**config.mk**
```make
export PLATFORM = sky130hd
export DESIGN_NAME = state_decider
export DESIGN_NICKNAME = d
export VERILOG_FILES = /design/src/rtl/state_dec_pkg.sv /design/src/rtl/lane_queue_counter.sv /design/src/rtl/state_decider.sv
export SDC_FILE = /design/constraint.sdc
export NUM_CORES = 1
export LEC_CHECK = 0
export CORE_UTILIZATION = 52
export CTS_BUF_LIST = sky130_fd_sc_hd__clkbuf_16
export CTS_CLUSTER_DIAMETER = 100
export DETAILED_ROUTE_END_ITERATION = 8
export MAX_ROUTING_LAYER = met4
export PLACE_DENSITY = 0.73
export SETUP_SLACK_MARGIN = 0.1
export SYNTH_ARGS = -nofsm -noshare
export SYNTH_HDL_FRONTEND = slang
export SYNTH_SLANG_ARGS = --single-unit
```
**constraint.sdc**
```tcl
create_clock -name clk -period 2.1 [get_ports clk]
set_clock_uncertainty 0.1 [all_clocks]
set_input_delay 0.21 -clock clk [delete_from_list [all_inputs] [get_ports clk]]
set_output_delay 0.21 -clock clk [all_outputs]
set_load 0.01 [all_outputs]
```
**src/rtl/state_dec_pkg.sv**
```systemverilog
// -----------------------------------------------------------------------------
// state_dec_pkg
// Shared constants and types for the state_decider block: lane counts, the
// 3-bit congestion level type, the packed 12-bit per-intersection state
// vector and the FSM state enumeration.
// -----------------------------------------------------------------------------
package state_dec_pkg;

  localparam int LANES    = 4;              // lanes per intersection
  localparam int LVL_W    = 3;              // bits per congestion level
  localparam int NUM_INT  = 2;              // intersections A and B
  localparam int VEC_W    = LANES * LVL_W;  // packed state width (12)
  localparam int TOT_LANE = LANES * NUM_INT;

  typedef logic [LVL_W-1:0] lvl_t;
  typedef logic [VEC_W-1:0] state_vec_t;

  typedef enum logic [1:0] {
    IDLE  = 2'd0,
    QUANT = 2'd1,
    DONE  = 2'd2
  } fsm_state_e;

endpackage

```
**src/rtl/lane_queue_counter.sv**
```systemverilog
// -----------------------------------------------------------------------------
// lane_queue_counter
// Saturating up/down queue-length counter for one lane.
//   clk_i  : system clock
//   rst_i  : synchronous active-high reset, clears the count
//   arr_i  : vehicle-arrival pulse (+1)
//   dep_i  : vehicle-departure pulse (-1)
//   cnt_o  : current registered count
//   sat_o  : combinational event, high in a cycle where an arrival hits the
//            maximum count or a departure hits zero (count holds)
// Simultaneous arrival and departure leave the count unchanged.
// -----------------------------------------------------------------------------
module lane_queue_counter
  import state_dec_pkg::*;
#(
  parameter int CNT_W = 8
) (
  input  logic             clk_i,
  input  logic             rst_i,
  input  logic             arr_i,
  input  logic             dep_i,
  output logic [CNT_W-1:0] cnt_o,
  output logic             sat_o
);

  localparam logic [CNT_W-1:0] CNT_MAX = '1;

  logic [CNT_W-1:0] cnt_q, cnt_d;

  always_comb begin
    cnt_d = cnt_q;
    sat_o = 1'b0;
    if (arr_i && !dep_i) begin
      if (cnt_q == CNT_MAX) sat_o = 1'b1;
      else                  cnt_d = cnt_q + 1'b1;
    end else if (dep_i && !arr_i) begin
      if (cnt_q == '0) sat_o = 1'b1;
      else             cnt_d = cnt_q - 1'b1;
    end
  end

  always_ff @(posedge clk_i) begin
    if (rst_i) cnt_q <= '0;
    else       cnt_q <= cnt_d;
  end

  assign cnt_o = cnt_q;

endmodule

```
**src/rtl/state_decider.sv**
```systemverilog
// -----------------------------------------------------------------------------
// state_decider
// Tracks queue lengths for the 4 lanes of intersections A and B, and on
// request snapshots all 8 counts and quantises them (one lane per cycle
// through a shared quantiser) into 3-bit congestion levels.
//   clk          : system clock
//   rst          : synchronous active-high reset; aborts any quantisation
//   arr_A/dep_A  : per-lane arrival/departure pulses, intersection A
//   arr_B/dep_B  : per-lane arrival/departure pulses, intersection B
//   sample_req   : start a new quantisation; only taken in IDLE
//   busy         : high during the 8 quantisation cycles
//   state_valid  : one-cycle strobe, S_A/S_B were just updated
//   S_A/S_B      : packed levels, lane i in bits [3i+2:3i]
//   sat_flag     : sticky counter saturation/underflow indicator
// Handshake: sample_req is a request sampled on a clock edge while the FSM
// is IDLE; requests in any other state are dropped, never queued. The
// result is announced by state_valid for exactly one cycle; there is no
// back-pressure from the consumer.
// Optional build macro STATE_DEC_HYST_EN: published levels may rise at once
// but only drop after two consecutive lower computed levels.
// -----------------------------------------------------------------------------
module state_decider
  import state_dec_pkg::*;
#(
  parameter int CNT_W     = 8,
  parameter int LVL_SHIFT = 2
) (
  input  logic             clk,
  input  logic             rst,
  input  logic [LANES-1:0] arr_A,
  input  logic [LANES-1:0] dep_A,
  input  logic [LANES-1:0] arr_B,
  input  logic [LANES-1:0] dep_B,
  input  logic             sample_req,
  output logic             busy,
  output logic             state_valid,
  output state_vec_t       S_A,
  output state_vec_t       S_B,
  output logic             sat_flag
);

  localparam int IDX_W = $clog2(TOT_LANE);
  localparam logic [IDX_W-1:0] LAST_IDX = IDX_W'(TOT_LANE - 1);

  // Lane index 0-3 are A lanes, 4-7 are B lanes.
  logic [TOT_LANE-1:0] arr_all, dep_all, sat_ev;
  logic [CNT_W-1:0]    cnt [TOT_LANE];

  assign arr_all = {arr_B, arr_A};
  assign dep_all = {dep_B, dep_A};

  for (genvar g = 0; g < TOT_LANE; g++) begin : g_lane
    lane_queue_counter #(.CNT_W(CNT_W)) u_cnt (
      .clk_i (clk),
      .rst_i (rst),
      .arr_i (arr_all[g]),
      .dep_i (dep_all[g]),
      .cnt_o (cnt[g]),
      .sat_o (sat_ev[g])
    );
  end

  logic sat_q;
  always_ff @(posedge clk) begin
    if (rst)          sat_q <= 1'b0;
    else if (|sat_ev) sat_q <= 1'b1;
  end
  assign sat_flag = sat_q;

  // FSM and datapath registers
  fsm_state_e             state_q;
  logic [IDX_W-1:0]       idx_q;
  logic [CNT_W-1:0]       snap_q [TOT_LANE];
  logic [2*VEC_W-1:0]     shadow_q, shadow_d;
  state_vec_t             s_a_q, s_b_q;
  logic                   busy_q, valid_q;

  // Shared quantiser on the lane selected by idx_q
  logic [CNT_W-1:0] cur_cnt, cur_shift;
  lvl_t             calc_lvl, new_lvl;

`ifdef STATE_DEC_HYST_EN
  logic [TOT_LANE-1:0] pend_q, pend_d;
  logic [2*VEC_W-1:0]  pub_vec;
  lvl_t                pub_lvl;
  assign pub_vec = {s_b_q, s_a_q};
`endif

  always_comb begin
    cur_cnt   = snap_q[idx_q];
    cur_shift = cur_cnt >> LVL_SHIFT;
    calc_lvl  = (cur_shift > CNT_W'(7)) ? lvl_t'(7) : cur_shift[LVL_W-1:0];
    new_lvl   = calc_lvl;
`ifdef STATE_DEC_HYST_EN
    // Published output is stable during QUANT, so it is the reference level.
    pend_d  = pend_q;
    pub_lvl = pub_vec[idx_q*LVL_W +: LVL_W];
    if (calc_lvl >= pub_lvl) begin
      pend_d[idx_q] = 1'b0;
    end else if (pend_q[idx_q]) begin
      pend_d[idx_q] = 1'b0;               // second lower sample: accept drop
    end else begin
      new_lvl       = pub_lvl;            // first lower sample: hold
      pend_d[idx_q] = 1'b1;
    end
`endif
    shadow_d = shadow_q;
    shadow_d[idx_q*LVL_W +: LVL_W] = new_lvl;
  end

  // Outputs are published on the edge that finishes the last lane, so they
  // and state_valid are visible during the DONE cycle itself.
  always_ff @(posedge clk) begin
    if (rst) begin
      state_q  <= IDLE;
      idx_q    <= '0;
      shadow_q <= '0;
      s_a_q    <= '0;
      s_b_q    <= '0;
      busy_q   <= 1'b0;
      valid_q  <= 1'b0;
      for (int i = 0; i < TOT_LANE; i++) snap_q[i] <= '0;
`ifdef STATE_DEC_HYST_EN
      pend_q   <= '0;
`endif
    end else begin
      case (state_q)
        IDLE: begin
          valid_q <= 1'b0;
          if (sample_req) begin
            for (int i = 0; i < TOT_LANE; i++) snap_q[i] <= cnt[i];
            idx_q   <= '0;
            busy_q  <= 1'b1;
            state_q <= QUANT;
          end
        end
        QUANT: begin
          shadow_q <= shadow_d;
`ifdef STATE_DEC_HYST_EN
          pend_q   <= pend_d;
`endif
          idx_q    <= idx_q + 1'b1;
          if (idx_q == LAST_IDX) begin
            s_a_q   <= shadow_d[VEC_W-1:0];
            s_b_q   <= shadow_d[2*VEC_W-1:VEC_W];
            valid_q <= 1'b1;
            busy_q  <= 1'b0;
            state_q <= DONE;
          end
        end
        DONE: begin
          valid_q <= 1'b0;
          state_q <= IDLE;
        end
        default: begin
          valid_q <= 1'b0;
          busy_q  <= 1'b0;
          state_q <= IDLE;
        end
      endcase
    end
  end

  assign busy        = busy_q;
  assign state_valid = valid_q;
  assign S_A         = s_a_q;
  assign S_B         = s_b_q;

endmodule
```
==> impl_metrics.py <==
metrics = {
    "logic_synthesis": {
        "avgSynthCellArea_sq_um": 9.13,
        "synth_flop_cell": "dfxtp_1",
        "seq_area_frac_synth": 0.404,
        "synth_top_family_by_area": "simple AND/OR/NAND/NOR gates",
        "synth_simple_gate_area_frac": 0.210,
        "netlist_area_sq_mm": 0.00966,
        "synthAdderAreaFrac": 0.0865,
        "synth_seq_cells": 171,
        "yosys.area.top_type": "dfxtp_1",
        "synth_nets": 1139,
        "synth-edff-count": 48,
        "async_flop_share": 0,
        "synth_top_area_frac": 0.255,
        "synthDistinctLibCells": 56,
        "netlist_instances": 1058,
        "synthMuxAreaShare": 0.0452,
        "synth_compound_gate_area_share": 0.184,
        "synthTopCellsByArea": "dfxtp_1, edfxtp_1, ha_1, a21oi_1, nand3_1",
        "synth_xor_area_frac": 0.0372,
        "yosys_warnings": 0,
    },
    "floorplanning": {
        "ios": 46,
        "num_rows": 49,
        "die_w_microns": 138,
        "core_area_sq_mm": 0.0181,
        "initial_core_util": 0.534,
        "die_height_microns": 138,
        "die-area_sq_mm": 0.0191,
    },
    "timing": {
        "finalWorstSetupSlack_ns": 0.116,
        "fin_crit_sh": 0.945,
        "slew_headroom": 0.606,
        "hold_violations": 0,
        "rsz0062_at_grt": "true",
        "finalSetupViolCount": 0,
        "max_freq_mhz": 504,
        "layout_min_cycle_time_ns": 1.98,
        "finalMaxSlewViolations": 0,
        "worst_slew_pin_slew_ns": 0.589,
    },
    "drt": {
        "num_vias": 8718,
        "first_pass_iters": 7,
        "drt_drc_violations_left": 10,
        "drt_iter0_drc": 598,
        "postRouteAntennaNets": 0,
        "drt-wirelength-per-cell_microns": 16.4,
        "routed_wl_microns": 24600,
        "viasPerCell": 5.82,
    },
    "layout": {
        "syn2layout_area_growth_pct": 35.1,
        "final_cell_mix": "buf_4, a21oi_1, dfxtp_1",
        "fin_area_sq_mm": 0.0130,
        "num-nets-final": 1339,
        "drive_gt1_frac": 0.286,
        "diodes": 0,
        "nFillCells": 1305,
        "layout_commonest_cell": "buf_4",
        "utilization": 0.721,
    },
    "critical_path": {
        "startpoint_type": "register",
        "path_class": "register to register",
        "path_cells": "or4_1 > nor3b_2 > a2111oi_1 > and3_1 > a31oi_1",
        "end_kind": "register",
        "required_ns": 2.36,
        "worstRegToRegCells": 5,
        "r2r_end": "sat_flag",
        "r2r-start": "g_lane[4].u_cnt.cnt_o[3]",
        "crit_buf_inv": 0,
        "slowest_delay_ns": 0.64,
        "cp.arrival_ns": 2.24,
        "slowest_stage": "or4_1",
        "r2r_setup_slack_ns": 0.12,
        "crit_family": "simple AND/OR/NAND/NOR gates",
        "critPathMaxFanout": 5,
    },
    "outcome": {
        "violations": "design-rule violations",
        "status": "complete, but fails checks",
    },
    "cts": {
        "htreeDepth": 4,
        "cts_buffers": 17,
        "tritoncts": "built",
        "cts_hold_buf": 0,
        "clock-root-buffer": "clkbuf_16",
        "clkLatencyLatePin_ns": 0.44,
        "cts_sinks": 171,
        "path_clk_slew_ns": 0.07,
        "clockBufferDepth": 2,
    },
    "placement": {
        "dp_hpwl_microns": 16200,
        "portBuffers": 45,
        "dp_worst_setup_slack_ns": -0.543,
        "placed_area_sq_mm": 0.0116,
        "globalplace.congestion": 0.867,
    },
    "worst_hold_path": {
        "hold_end": "g_lane[6].u_cnt.cnt_o[5]",
        "min_delay_path_depth": 2,
        "min_from": "rst",
        "hold_path.class": "input port to register",
    },
    "grt": {
        "grt_max_degree": 52,
        "antenna_found_initial": 0,
        "overflow": 0,
        "first_global_vias": 8176,
        "track_usage": 0.258,
        "grt_pass1_wl_microns": 39300,
    },
    "pwr": {
        "power_density_mw_per_mm2": 1070,
        "ir_worst_vdd_mv": 0.752,
        "cellLeakagePower_nw": 5.23,
    },
    "flow_run": {
        "max_cap_viol_count": 0,
    },
}
[cell type report]
type / count / area [sq um] / area share
multi-input combinational: 814 / 6240 / 0.479
sequential: 171 / 3950 / 0.302
timing repair buffer: 219 / 1840 / 0.141
clock buffer: 19 / 475 / 0.0364
tap: 229 / 287 / 0.0220
inverter: 35 / 136 / 0.0105
clock inverter: 12 / 116 / 0.00892
[power by group]
| group | internal, mW | switching (mW) | leakage, nW |
|---|---|---|---|
| Clock | 1.71 | 1.47 | 0.292 |
| Sequential | 3.95 | 0.621 | 1.54 |
| Combinational | 3.28 | 2.89 | 3.41 |
[synthesized netlist by cell type, types with 11 or more instances]
master,instances
a211oi_1,13
a21oi_1,117
and3_1,39
clkbuf_1,26
dfxtp_1,123
edfxtp_1,48
ha_1,54
inv_1,35
mux2i_1,11
nand2_1,72
nand2b_1,18
nand3_1,62
nand4_1,16
nor2_1,68
nor2b_1,27
nor3_1,27
o2111ai_1,15
o21ai_0,47
o21ai_1,30
o21bai_1,17
or4_1,12
xnor2_1,24
xor2_1,17
[cell families after synthesis]
group | Yosys count
multiplexers | 31
adder cells (fa/ha/maj) | 62
flip-flops | 171
XOR/XNOR | 41
AND/OR/NAND/NOR | 388
buffers and inverters | 74
AO/OA/AOI/OAI | 291
[sequential cells by signal, indices dropped and copies added (netlist names), 2 cells and up, named ones only]
| name | count |
|---|---|
| shadow_q | 24 |
| g_lane.u_cnt.cnt_o | 64 |
| state_q | 2 |
| idx_q | 3 |
| snap_q | 48 |
| S_B | 12 |
| S_A | 12 |
[worst reg2reg max path, cell delays in order, from the launching register on]
cell       delay, ns
dfxtp_1         0.38
or4_1           0.64
nor3b_2         0.30
a2111oi_1       0.11
and3_1          0.22
a31oi_1         0.16
[metrics by stage]
stage	hold WS (ns)	total power, mW	cells	setup TNS [ns]
floorplan	0.283	7.91	1058	-0.00542
global route	0.0282	14.8	1499	0
finish	0.0277	13.9	1499	0
global placement	0.343	9.66	1448	-10.07
detailed placement	0.347	9.81	1448	-11.51
CTS	0.0226	13.1	1482	0
[metal layers]
| metal | routed length (microns) | vias up | track usage |
|---|---|---|---|
| met1 | 11200 | 4189 | 0.335 |
| met3 | 855 | 29 | 0.0378 |
| met5 | 0 | - | - |
| li1 | - | 4329 | - |
| met2 | 12200 | 171 | 0.417 |
| met4 | 350 | 0 | 0.0751 |
[how the worst max path moves through the flow]
stage	from	to	slack (ns)	depth (start not counted)
2_1_floorplan	arr_B[1]	g_lane[5].u_cnt.cnt_o[7]	-0.005	8
3_3_place_gp	arr_B[1]	g_lane[5].u_cnt.cnt_o[7]	-0.50	9
3_5_place_dp	arr_B[1]	g_lane[5].u_cnt.cnt_o[7]	-0.54	9
4_1_cts	arr_B[2]	g_lane[6].u_cnt.cnt_o[7]	0.09	8
5_1_grt	g_lane[1].u_cnt.cnt_o[2]	sat_flag	0.02	7
6_report	g_lane[4].u_cnt.cnt_o[3]	sat_flag	0.12	5
[timing repair]
action | in CTS | in global routing
setup endpoints to repair | 25 | 65
gates resized for setup | 33 | 113
pin swaps | 11 | 39
endpoints found under the hold margin | 0 | 0
setup buffers | 3 | 16
gates cloned | 0 | 1
Note: power is estimated with default switching activity, not from simulation.
